File: config.mk
export PLATFORM = sky130hd
export DESIGN_NAME = hangy_host_flat
export DESIGN_NICKNAME = d
export VERILOG_FILES = /design/src/rtl/hangy_host_if.sv /design/src/rtl/hangy_host.sv /design/src/flat_wrapper.sv
export SDC_FILE = /design/constraint.sdc
export NUM_CORES = 1
export LEC_CHECK = 0
export CAP_MARGIN = 40
export CELL_PAD_IN_SITES_DETAIL_PLACEMENT = 1
export CELL_PAD_IN_SITES_GLOBAL_PLACEMENT = 1
export CORE_UTILIZATION = 46
export DETAILED_ROUTE_END_ITERATION = 16
export GPL_TIMING_DRIVEN = 0
export PLACE_DENSITY_LB_ADDON = 0.2
export RECOVER_POWER = 50
export SYNTH_ARGS = -nofsm -noshare
export SYNTH_HDL_FRONTEND = slang
export SYNTH_SLANG_ARGS = --single-unit
File: constraint.sdc
create_clock -name clk -period 6.1 [get_ports clk]
set_input_delay 1.525 -clock clk [delete_from_list [all_inputs] [get_ports clk]]
set_output_delay 1.525 -clock clk [all_outputs]
set_load 0.05 [all_outputs]
File: src/rtl/hangy_host_if.sv
// hangy_host_if -- guess/result stream between a game client and hangy_host.
//   guess_valid/guess_char/guess_ready : valid/ready stream of 5-bit guesses
//   res_valid                          : one-cycle result strobe
//   res_code/res_mask/misses           : result of the last guess (held)
// The master modport is the client side; the slave modport is hangy_host.
interface hangy_host_if;
   logic       guess_valid;
   logic [4:0] guess_char;
   logic       guess_ready;
   logic       res_valid;
   logic [2:0] res_code;
   logic [4:0] res_mask;
   logic [3:0] misses;

   modport master (
      output guess_valid, guess_char,
      input  guess_ready, res_valid, res_code, res_mask, misses
   );

   modport slave (
      input  guess_valid, guess_char,
      output guess_ready, res_valid, res_code, res_mask, misses
   );
endinterface

File: src/rtl/hangy_host.sv
// hangy_host -- host-side driver for the hangy game core.
// It turns accepted guesses into single-cycle {next, char} pulses on
// game_in and waits a fixed settle window. It then samples the core's
// {lose, win, mask} on game_out and reports one result per guess.
// Repeated guesses are answered locally as DUP, so the core never sees
// them. An unchanged mask therefore always means a real miss.
// Ports:
//   clk, reset : clock and synchronous active-high reset (shared with core)
//   start      : new game request, honoured only in IDLE or OVER
//   host       : guess stream in, result/miss count out (slave modport)
//   game_in    : [5]=next pulse, [4:0]=char, to the core's inputs
//   game_out   : [6]=lose, [5]=win, [4:0]=guessed mask, from the core
//   busy       : high while a pulse/settle/evaluate sequence is running
//   desync     : sticky flag, core answered inconsistently
// All outputs are registered.
module hangy_host #(
   parameter int SETTLE_CYCLES = 8
) (
   input  logic        clk,
   input  logic        reset,
   input  logic        start,
   hangy_host_if.slave host,
   output logic [5:0]  game_in,
   input  logic [6:0]  game_out,
   output logic        busy,
   output logic        desync
);
   localparam int CW = $clog2(SETTLE_CYCLES + 1);
   localparam logic [CW-1:0] CNT_LOAD = CW'(SETTLE_CYCLES - 1);

   localparam logic [2:0] RC_MISS = 3'd0;
   localparam logic [2:0] RC_HIT  = 3'd1;
   localparam logic [2:0] RC_WIN  = 3'd2;
   localparam logic [2:0] RC_LOSE = 3'd3;
   localparam logic [2:0] RC_DUP  = 3'd4;

   typedef enum logic [3:0] {
      IDLE, START_PULSE, SETTLE, READY, SUBMIT, WAIT,
      EVAL, REJECT, OVER, EXIT_PULSE, SETTLE2
   } state_t;

   state_t        state_q, state_d;
   logic [CW-1:0] cnt_q, cnt_d;
   logic [31:0]   used_q, used_d;
   logic [4:0]    prev_mask_q, prev_mask_d;
   logic [3:0]    misses_q, misses_d;
   logic          res_valid_q, res_valid_d;
   logic [2:0]    res_code_q, res_code_d;
   logic [4:0]    res_mask_q, res_mask_d;
   logic          next_q, next_d;
   logic [4:0]    char_q, char_d;
   logic          ready_q, ready_d;
   logic          busy_q, busy_d;
   logic          desync_q, desync_d;

   logic          lose_s, win_s;
   logic [4:0]    mask_s, gained, lost;
   logic [3:0]    misses_inc;

   assign lose_s     = game_out[6];
   assign win_s      = game_out[5];
   assign mask_s     = game_out[4:0];
   // The core only ever adds letters. Gaining one bit while losing
   // another means it is no longer in step with us.
   assign gained     = mask_s & ~prev_mask_q;
   assign lost       = prev_mask_q & ~mask_s;
   assign misses_inc = (misses_q == 4'hF) ? misses_q : misses_q + 4'd1;

   always_comb begin
      state_d     = state_q;
      cnt_d       = cnt_q;
      used_d      = used_q;
      prev_mask_d = prev_mask_q;
      misses_d    = misses_q;
      res_valid_d = 1'b0;
      res_code_d  = res_code_q;
      res_mask_d  = res_mask_q;
      char_d      = char_q;
      desync_d    = desync_q;

      case (state_q)
         IDLE:        if (start) state_d = START_PULSE;
         START_PULSE: begin
            state_d = SETTLE;
            cnt_d   = CNT_LOAD;
         end
         SETTLE: begin
            if (cnt_q == '0) state_d = READY;
            else             cnt_d   = cnt_q - CW'(1);
         end
         READY: begin
            if (host.guess_valid) begin
               if (used_q[host.guess_char]) begin
                  state_d = REJECT;
               end else begin
                  state_d                  = SUBMIT;
                  used_d[host.guess_char]  = 1'b1;
                  char_d                   = host.guess_char;
               end
            end
         end
         SUBMIT: begin
            state_d = WAIT;
            cnt_d   = CNT_LOAD;
         end
         WAIT: begin
            if (cnt_q == '0) state_d = EVAL;
            else             cnt_d   = cnt_q - CW'(1);
         end
         EVAL: begin
            res_valid_d = 1'b1;
            res_mask_d  = mask_s;
            prev_mask_d = mask_s;
            if (lose_s) begin
               res_code_d = RC_LOSE;
               misses_d   = misses_inc;
            end else if (win_s) begin
               res_code_d = RC_WIN;
            end else if (mask_s != prev_mask_q) begin
               res_code_d = RC_HIT;
            end else begin
               res_code_d = RC_MISS;
               misses_d   = misses_inc;
            end
            if (((gained != '0) && (lost != '0)) || (win_s && lose_s) ||
                (win_s && (mask_s != 5'b11111)))
               desync_d = 1'b1;
            state_d = (lose_s || win_s) ? OVER : READY;
         end
         REJECT: begin
            res_valid_d = 1'b1;
            res_code_d  = RC_DUP;
            res_mask_d  = prev_mask_q;
            state_d     = READY;
         end
         OVER:        if (start) state_d = EXIT_PULSE;
         EXIT_PULSE: begin
            state_d = SETTLE2;
            cnt_d   = CNT_LOAD;
         end
         SETTLE2: begin
            if (cnt_q == '0) state_d = START_PULSE;
            else             cnt_d   = cnt_q - CW'(1);
         end
         default:     state_d = IDLE;
      endcase

      // Game-level state is wiped as the start pulse goes out. That way
      // misses already reads 0 while the core begins its new game.
      if (state_d == START_PULSE) begin
         used_d      = '0;
         prev_mask_d = '0;
         misses_d    = '0;
         char_d      = '0;
      end
      if (state_d == EXIT_PULSE) char_d = '0;

      // Outputs come from the next state so that they line up with it
      // once registered.
      next_d  = (state_d == START_PULSE) || (state_d == EXIT_PULSE) ||
                (state_d == SUBMIT);
      ready_d = (state_d == READY);
      busy_d  = !((state_d == IDLE) || (state_d == READY) || (state_d == OVER));
   end

   always_ff @(posedge clk) begin
      if (reset) begin
         state_q     <= IDLE;
         cnt_q       <= '0;
         used_q      <= '0;
         prev_mask_q <= '0;
         misses_q    <= '0;
         res_valid_q <= 1'b0;
         res_code_q  <= '0;
         res_mask_q  <= '0;
         next_q      <= 1'b0;
         char_q      <= '0;
         ready_q     <= 1'b0;
         busy_q      <= 1'b0;
         desync_q    <= 1'b0;
      end else begin
         state_q     <= state_d;
         cnt_q       <= cnt_d;
         used_q      <= used_d;
         prev_mask_q <= prev_mask_d;
         misses_q    <= misses_d;
         res_valid_q <= res_valid_d;
         res_code_q  <= res_code_d;
         res_mask_q  <= res_mask_d;
         next_q      <= next_d;
         char_q      <= char_d;
         ready_q     <= ready_d;
         busy_q      <= busy_d;
         desync_q    <= desync_d;
      end
   end

   assign host.guess_ready = ready_q;
   assign host.res_valid   = res_valid_q;
   assign host.res_code    = res_code_q;
   assign host.res_mask    = res_mask_q;
   assign host.misses      = misses_q;
   assign game_in          = {next_q, char_q};
   assign busy             = busy_q;
   assign desync           = desync_q;
endmodule

File: src/flat_wrapper.sv
// flat-port wrapper written by rule: the top's interface ports become plain ports
module hangy_host_flat 
#(
   parameter int SETTLE_CYCLES = 8
)
  (clk, reset, start, game_in, game_out, busy, desync, host_guess_valid, host_guess_char, host_guess_ready, host_res_valid, host_res_code, host_res_mask, host_misses);
  hangy_host_if host_i ();
  input  logic clk;
  input  logic reset;
  input  logic start;
  output logic [5:0] game_in;
  input  logic [6:0] game_out;
  output logic busy;
  output logic desync;
  input wire logic [$bits(host_i.guess_valid)-1:0] host_guess_valid;
  input wire logic [$bits(host_i.guess_char)-1:0] host_guess_char;
  output wire logic [$bits(host_i.guess_ready)-1:0] host_guess_ready;
  output wire logic [$bits(host_i.res_valid)-1:0] host_res_valid;
  output wire logic [$bits(host_i.res_code)-1:0] host_res_code;
  output wire logic [$bits(host_i.res_mask)-1:0] host_res_mask;
  output wire logic [$bits(host_i.misses)-1:0] host_misses;
  assign host_i.guess_valid = host_guess_valid;
  assign host_i.guess_char = host_guess_char;
  assign host_guess_ready = host_i.guess_ready;
  assign host_res_valid = host_i.res_valid;
  assign host_res_code = host_i.res_code;
  assign host_res_mask = host_i.res_mask;
  assign host_misses = host_i.misses;
  hangy_host #(.SETTLE_CYCLES(SETTLE_CYCLES)) u_core (.clk(clk), .reset(reset), .start(start), .host(host_i), .game_in(game_in), .game_out(game_out), .busy(busy), .desync(desync));
endmodule
* Yosys cells after proc, flatten, opt, wreduce, memory -nomap -nowiden
Cells that the tools add are included.
** Storage, ports and cells
- Register bits after elaboration :: 67
- Bits of input ports :: 16
- Output and inout bits :: 22
** Operators by class
- Add/subtract/negate cells :: 2
- Magnitude comparators :: 2
- Equal/unequal tests :: 21
- Mux-type cells :: 25
- Bitwise logic cells :: 6
- Reduce and logical (&&, ||, !) cells :: 28
** Operator list (number)
- $mux 4 :: 12
- $pmux 4 s11 :: 1
- $or 32x32->32 :: 1
- $eq 4x4->1 const B :: 6
- $eq 4x3->1 const B :: 5
- $eq 4x2->1 const B :: 3
- $logic_not 4->1 :: 3
- $and 5x5->5 :: 2
- $not 5->5 :: 2
- $pmux 5 s2 :: 1
- $reduce_bool 5->1 :: 2
- $reduce_or 3->1 :: 3
- $eq 4x1->1 const B :: 2
- $pmux 4 s2 :: 1
- $logic_or 1x1->1 :: 7
- $lt 5x6->1 const B :: 1
- $mux 3 :: 2
- $pmux 3 s2 :: 1
- $reduce_and 3->1 :: 2
- $bmux 1 s5 :: 1
- $demux 1 s5 :: 1
- $ge 5x1->1 const B :: 1
- $ne 5x5->1 :: 1
- $ne 5x5->1 const B :: 1
- other kinds (12) :: 22

* Depth between registers and ports, before layout
- Depth after elaboration :: 9
- Mapped depth :: 9
- Depth with buffers taken out :: 8

* Worst setup path after synthesis
No wires, ideal clock.
- Kind :: input-to-reg
- Start :: in host_guess_char[1]
- End :: reg u_core.char_q[0]
- Arrival :: 3.304 ns
- Setup slack :: 2.678 ns
- Cell stages on the path :: 7
- Buffers on the path :: 1
- Path through :: buf_6 > mux2_1 > a222oi_1 > nand4_2 > a211oi_4 > mux2i_1 > nor2_1
** Between the ends
- Word-level cells in the longest chain between the ends :: 7
** RTL lines
- start: declaration :: RTL line flat_wrapper.sv:16 : input wire logic [$bits(host_i.guess_char)-1:0] host_guess_char;
- $bmux 1 s5 (*) :: RTL line hangy_host.sv:93 : if (used_q[host.guess_char]) begin
- $mux 1 (implied by the code) (*) :: RTL line hangy_host.sv:93
- $mux 2 :: RTL line hangy_host.sv:93
- $mux 4 :: RTL line hangy_host.sv:92 : if (host.guess_valid) begin
- $pmux 4 s11 :: RTL line hangy_host.sv:81 : case (state_q)
- $eq 4x4->1 or $eq 4x1->1 (tied branches) :: RTL line hangy_host.sv:156, hangy_host.sv:150
- $reduce_or 3->1 (no line)
- end signal: assignment :: RTL line hangy_host.sv:191 : char_q <= char_d;
- end: declaration :: RTL line hangy_host.sv:51 : logic [4:0] char_q, char_d;
Every way passes the cells marked *; elsewhere a longest branch is shown, timed or not. The select of a mux whose other input is x is not followed.
A chain may end at the register's enable or synchronous reset.

* Worst setup path after layout
- Start :: in host_guess_char[4]
- End :: reg u_core.char_q[2]
Same word-level chain as after synthesis.

==> qor_table.md <==
| Group | Item | Value |
| --- | --- | --- |
| status | Run status | complete, no violations |
| setup path | Path depth of the worst reg2reg path | 6 |
| cells and area | Count of antenna diodes in the layout | 0 |
| grt | Maximum number of pins on one net before global-route repair | 12 |
| setup path | Startpoint class of the critical path | input pin |
| route | Number of detailed-route iterations in the first pass | 4 |
| power | Worst IR Drop VDD | 134 uV |
| sta | Final TNS setup | 0 ns |
| synth | Commonest cells in the synthesized netlist | sky130_fd_sc_hd__dfxtp_1 (67), sky130_fd_sc_hd__a21oi_1 (43), sky130_fd_sc_hd__nor3_1 (34), sky130_fd_sc_hd__nor2_1 (25), sky130_fd_sc_hd__mux2i_1 (21) |
| synth | Dominant cells by area after synthesis | sky130_fd_sc_hd__dfxtp_1 (39%), sky130_fd_sc_hd__a21oi_1 (6.3%), sky130_fd_sc_hd__mux2i_1 (6.1%), sky130_fd_sc_hd__nor3_1 (4.9%), sky130_fd_sc_hd__nor3_2 (4.7%) |
| grt | Via count of the first global-routing pass | 3008 |
| synth | Sequential element share of the synthesized area | 0.390 |
| job | Max-cap violation count | 0 |
| clock tree | Number of H-tree levels | 3 |
| setup path | Critical Path, Cell by Cell | dlygate4sd3_1 > clkbuf_1 > nor3b_1 > a222oi_1 > nand4_1 > a211oi_1 > mux2i_1 > nor2_1 |
| power | Static leakage power | 1.57 nW |
| sta | RSZ-0062 raised after global routing | no |
| die | Starting Density | 0.474 |
| placed design | Placer congestion estimate | 0.833 |
| synth | Number of enable-type register cells in the synthesized netlist | 0 |
| sta | Post-route worst hold slack | 0.462 ns |
| cells and area | Count of fill cells added during filler insertion | 882 |
| sta | Final worst setup slack | 1.60 ns |
| die | Full die area | 0.00783 sq mm |
| sta | Worst slew slack as a fraction of its limit | 0.280 |
| clock tree | TritonCTS clock tree | built |
| sta | Fin. Hold Viols | 0 |
| placed design | Post-Place Worst Slack | 1.73 ns |
| route | Number of vias per cell | 5.72 |
| cells and area | Post-route standard cell area excluding fillers | 0.00411 sq mm |
| die | Count of boundary I/O pins | 38 |
| synth | Avg Synthesized Cell Area | 9.15 sq um |
| synth | Post-Synthesis Cells | 376 |
| placed design | HPWL after detailed placement | 6.66 mm |
| clock tree | Post-cts gate resize count | 0 |
| clock tree | Buffer cell driving the clock tree root | sky130_fd_sc_hd__clkbuf_8 |
| cells and area | Storage cell area | 0.00134 sq mm |
| die | Vertical die dimension | 88.5 um |
| setup path | Top delay family on crit path | compound AO/OA/AOI/OAI gates |
| setup path | Worst path bufs/invs | 2 |
| setup path | Peak per-stage delay on the critical path | 0.97 ns |
| power | Pwr Total | 1.14 mW |
| synth | Share of synthesized flip-flops with an asynchronous set or reset | 0 |
| clock tree | Clock tree sinks | 67 |
| setup path | Data required, critical path | 6.33 ns |
| route | Number of remaining DRC errors | 0 |
| sta | Clock skew after layout | 0.0121 ns |
| grt | Total gr overflow | 0 |
| synth | Leading area contributor after synthesis | sky130_fd_sc_hd__dfxtp_1 |
| grt | Overall Global Routing Usage | 0.256 |
| die | Die Width | 88.5 um |
| route | DR vias | 2996 |
| synth | Post-synthesis cell type count | 55 |
| cells and area | Synth-to-Final Area Change | 19.5% |
| setup path | Reg-to-reg setup timing slack | 3.18 ns |
| sta | Max Transition Viols Final | 0 |
| cells and area | Fraction of final layout cells with drive strength greater than 1 | 0.129 |
| setup path | Maximum fanout encountered on the critical timing path | 10 |
| placed design | Cell area reported after detailed placement | 0.00391 sq mm |
| synth | Register bit total from synthesis | 67 |
| worst hold path | WHS Path Cells | 2 |
| synth | Top cell type's share of synthesized area | 0.390 |
| worst hold path | Startpoint of the most critical hold path | u_core.host.res_code[0] |
| route | Count of antenna-violating nets left after detailed routing | 0 |
| clock tree | Number of buffers on the longest clock path | 2 |
| synth | Post-synth design cell area | 0.00344 sq mm |
| clock tree | Number of buffers inserted during clock tree synthesis | 9 |
| sta | Highest attainable clock frequency | 222 MHz |
| sta | Period utilisation layout | 0.737 |
| placed design | Port Buffer Count | 34 |
| setup path | Worst R2R Start | u_core.used_q[19] |
| worst hold path | Hold crit path type | reg -> reg |
| route | Average routed wire per standard cell | 17.8 um |
| die | Core outline area | 0.00725 sq mm |
| grt | First-pass GRT wire length | 15.0 mm |
| sta | Number of failing setup endpoints in the final timing report | 0 |
| die | Placement Rows | 31 |
| synth | Number of warnings printed during yosys synthesis | 0 |
| setup path | Slowest stage cell on the critical path | sky130_fd_sc_hd__a211oi_1 |
| power | Power density over the cells | 277 mW/mm^2 |
| cells and area | Number of nets in the finished design | 449 |
| setup path | Endpoint of the worst-slack reg-to-reg timing path | u_core.char_q[2] |
| route | Total wire length after detailed routing | 9.32 mm |
| clock tree | Clock latency at the later pin of the worst-skew pair | 0.35 ns |
| clock tree | Setup fix buffers added after clock tree synthesis | 0 |
| route | Violation count after the first detailed-route iteration | 123 |
| sta | Least-Margin Pin Slew | 1.07 ns |
| clock tree | CTS clock-pin slew for the worst setup and hold paths | 0.07 ns |
| cells and area | Multi-input gate area in the final layout | 0.00189 sq mm |
| grt | Antenna violations before repair | 0 |
| synth | Count leader, synth | sky130_fd_sc_hd__dfxtp_1 |
| setup path | Critical Path End Type | flip-flop |
| setup path | Critical Path AT | 4.72 ns |
| worst hold path | Hold Path End | u_core.host.res_code[0] |
| clock tree | Hold Buf Count CTS | 0 |
| sta | Final critical path time including I/O delays and setup | 4.50 ns |
| synth | Synthesized Nets | 404 |
| setup path | Startpoint-to-endpoint class of the critical path | in -> reg |
| synth | Most common flop cell mapped by yosys | sky130_fd_sc_hd__dfxtp_1 |
==> worst max path at each step <==
stage                       startpoint                end  slack [ns]  cells after the start
floorplan           host_guess_char[1]   u_core.char_q[0]        2.68                      7
global placement    host_guess_char[4]  u_core.used_q[16]        1.81                      8
detailed placement  host_guess_char[4]  u_core.used_q[18]        1.73                      8
CTS                 host_guess_char[4]  u_core.used_q[18]        2.08                      8
global route        host_guess_char[4]   u_core.char_q[2]        1.43                      8
finish              host_guess_char[4]   u_core.char_q[2]        1.60                      8
==> state kept, by name, summed over array words and instances (netlist names) <==
register	count
u_core.host.res_code	3
u_core.used_q	32
u_core.host.res_mask	5
u_core.host.misses	4
u_core.prev_mask_q	5
u_core.host.res_valid	1
u_core.desync	1
u_core.next_q	1
u_core.char_q	5
u_core.cnt_q	4
u_core.busy	1
u_core.host.guess_ready	1
u_core.state_q	4
==> worst reg2reg max path, stage by stage (launching register included) <==
cell	delay, ns
sky130_fd_sc_hd__dfxtp_1	0.32
sky130_fd_sc_hd__mux2_1	0.32
sky130_fd_sc_hd__a222oi_1	0.42
sky130_fd_sc_hd__nand4_1	0.40
sky130_fd_sc_hd__a211oi_1	0.97
sky130_fd_sc_hd__mux2i_1	0.30
sky130_fd_sc_hd__nor2_1	0.07
==> metrics by stage <==
| step | std cells | util |
|---|---|---|
| after global placement | 509 | 0.538 |
| final | 524 | 0.567 |
| after global routing | 524 | 0.567 |
| after floorplan | 376 | - |
| after detailed placement | 509 | 0.538 |
| after CTS | 524 | 0.569 |
==> metal layers <==
layer	track usage	routed length, um	up-vias
met5	0	0	-
met4	0.109	85	0
met3	0.0354	305	8
met2	0.424	4570	54
met1	0.334	4360	1477
li1	-	-	1457
==> cell type report <==
class	instances	share of cell area
flip-flops and latches	67	0.326
clock inverters	4	0.0180
multi-input cells	266	0.460
inverters	16	0.0146
plain buffers	27	0.0310
clock buffers	11	0.0368
well taps	99	0.0301
repair buffers	34	0.0828
==> power breakdown <==
| group | switching (mW) | internal, mW | leakage (nW) |
|---|---|---|---|
| logic | 0.169 | 0.0806 | 0.912 |
| registers | 0.0112 | 0.453 | 0.541 |
| clock network | 0.174 | 0.250 | 0.115 |
| total | 0.354 | 0.784 | 1.57 |
==> placed cells by master (no fill, tap or decap), types with 6 or more instances in the layout <==
master,instances
sky130_fd_sc_hd__dfxtp_1,67
sky130_fd_sc_hd__nor3_1,34
sky130_fd_sc_hd__nand2b_1,6
sky130_fd_sc_hd__nand2_1,14
sky130_fd_sc_hd__inv_1,16
sky130_fd_sc_hd__dlygate4sd3_1,26
sky130_fd_sc_hd__o211ai_1,6
sky130_fd_sc_hd__clkbuf_1,17
sky130_fd_sc_hd__clkbuf_8,11
sky130_fd_sc_hd__nor3_2,16
sky130_fd_sc_hd__a21oi_1,43
sky130_fd_sc_hd__a211oi_1,8
sky130_fd_sc_hd__ha_1,12
sky130_fd_sc_hd__mux2i_1,21
sky130_fd_sc_hd__buf_2,6
sky130_fd_sc_hd__clkdlybuf4s50_1,8
sky130_fd_sc_hd__nand3_1,11
sky130_fd_sc_hd__nor2_1,25
==> kinds of logic after synthesis <==
logic type               Yosys count  synth area share
AND/OR/NAND/NOR                  139             0.237
AO/OA/AOI/OAI                     80             0.161
flip-flops                        67             0.390
buffers and inverters             43            0.0545
multiplexers                      31             0.104
adder cells (fa/ha/maj)           12            0.0436
XOR/XNOR                           4            0.0102
(Power assumes the default switching activity.)
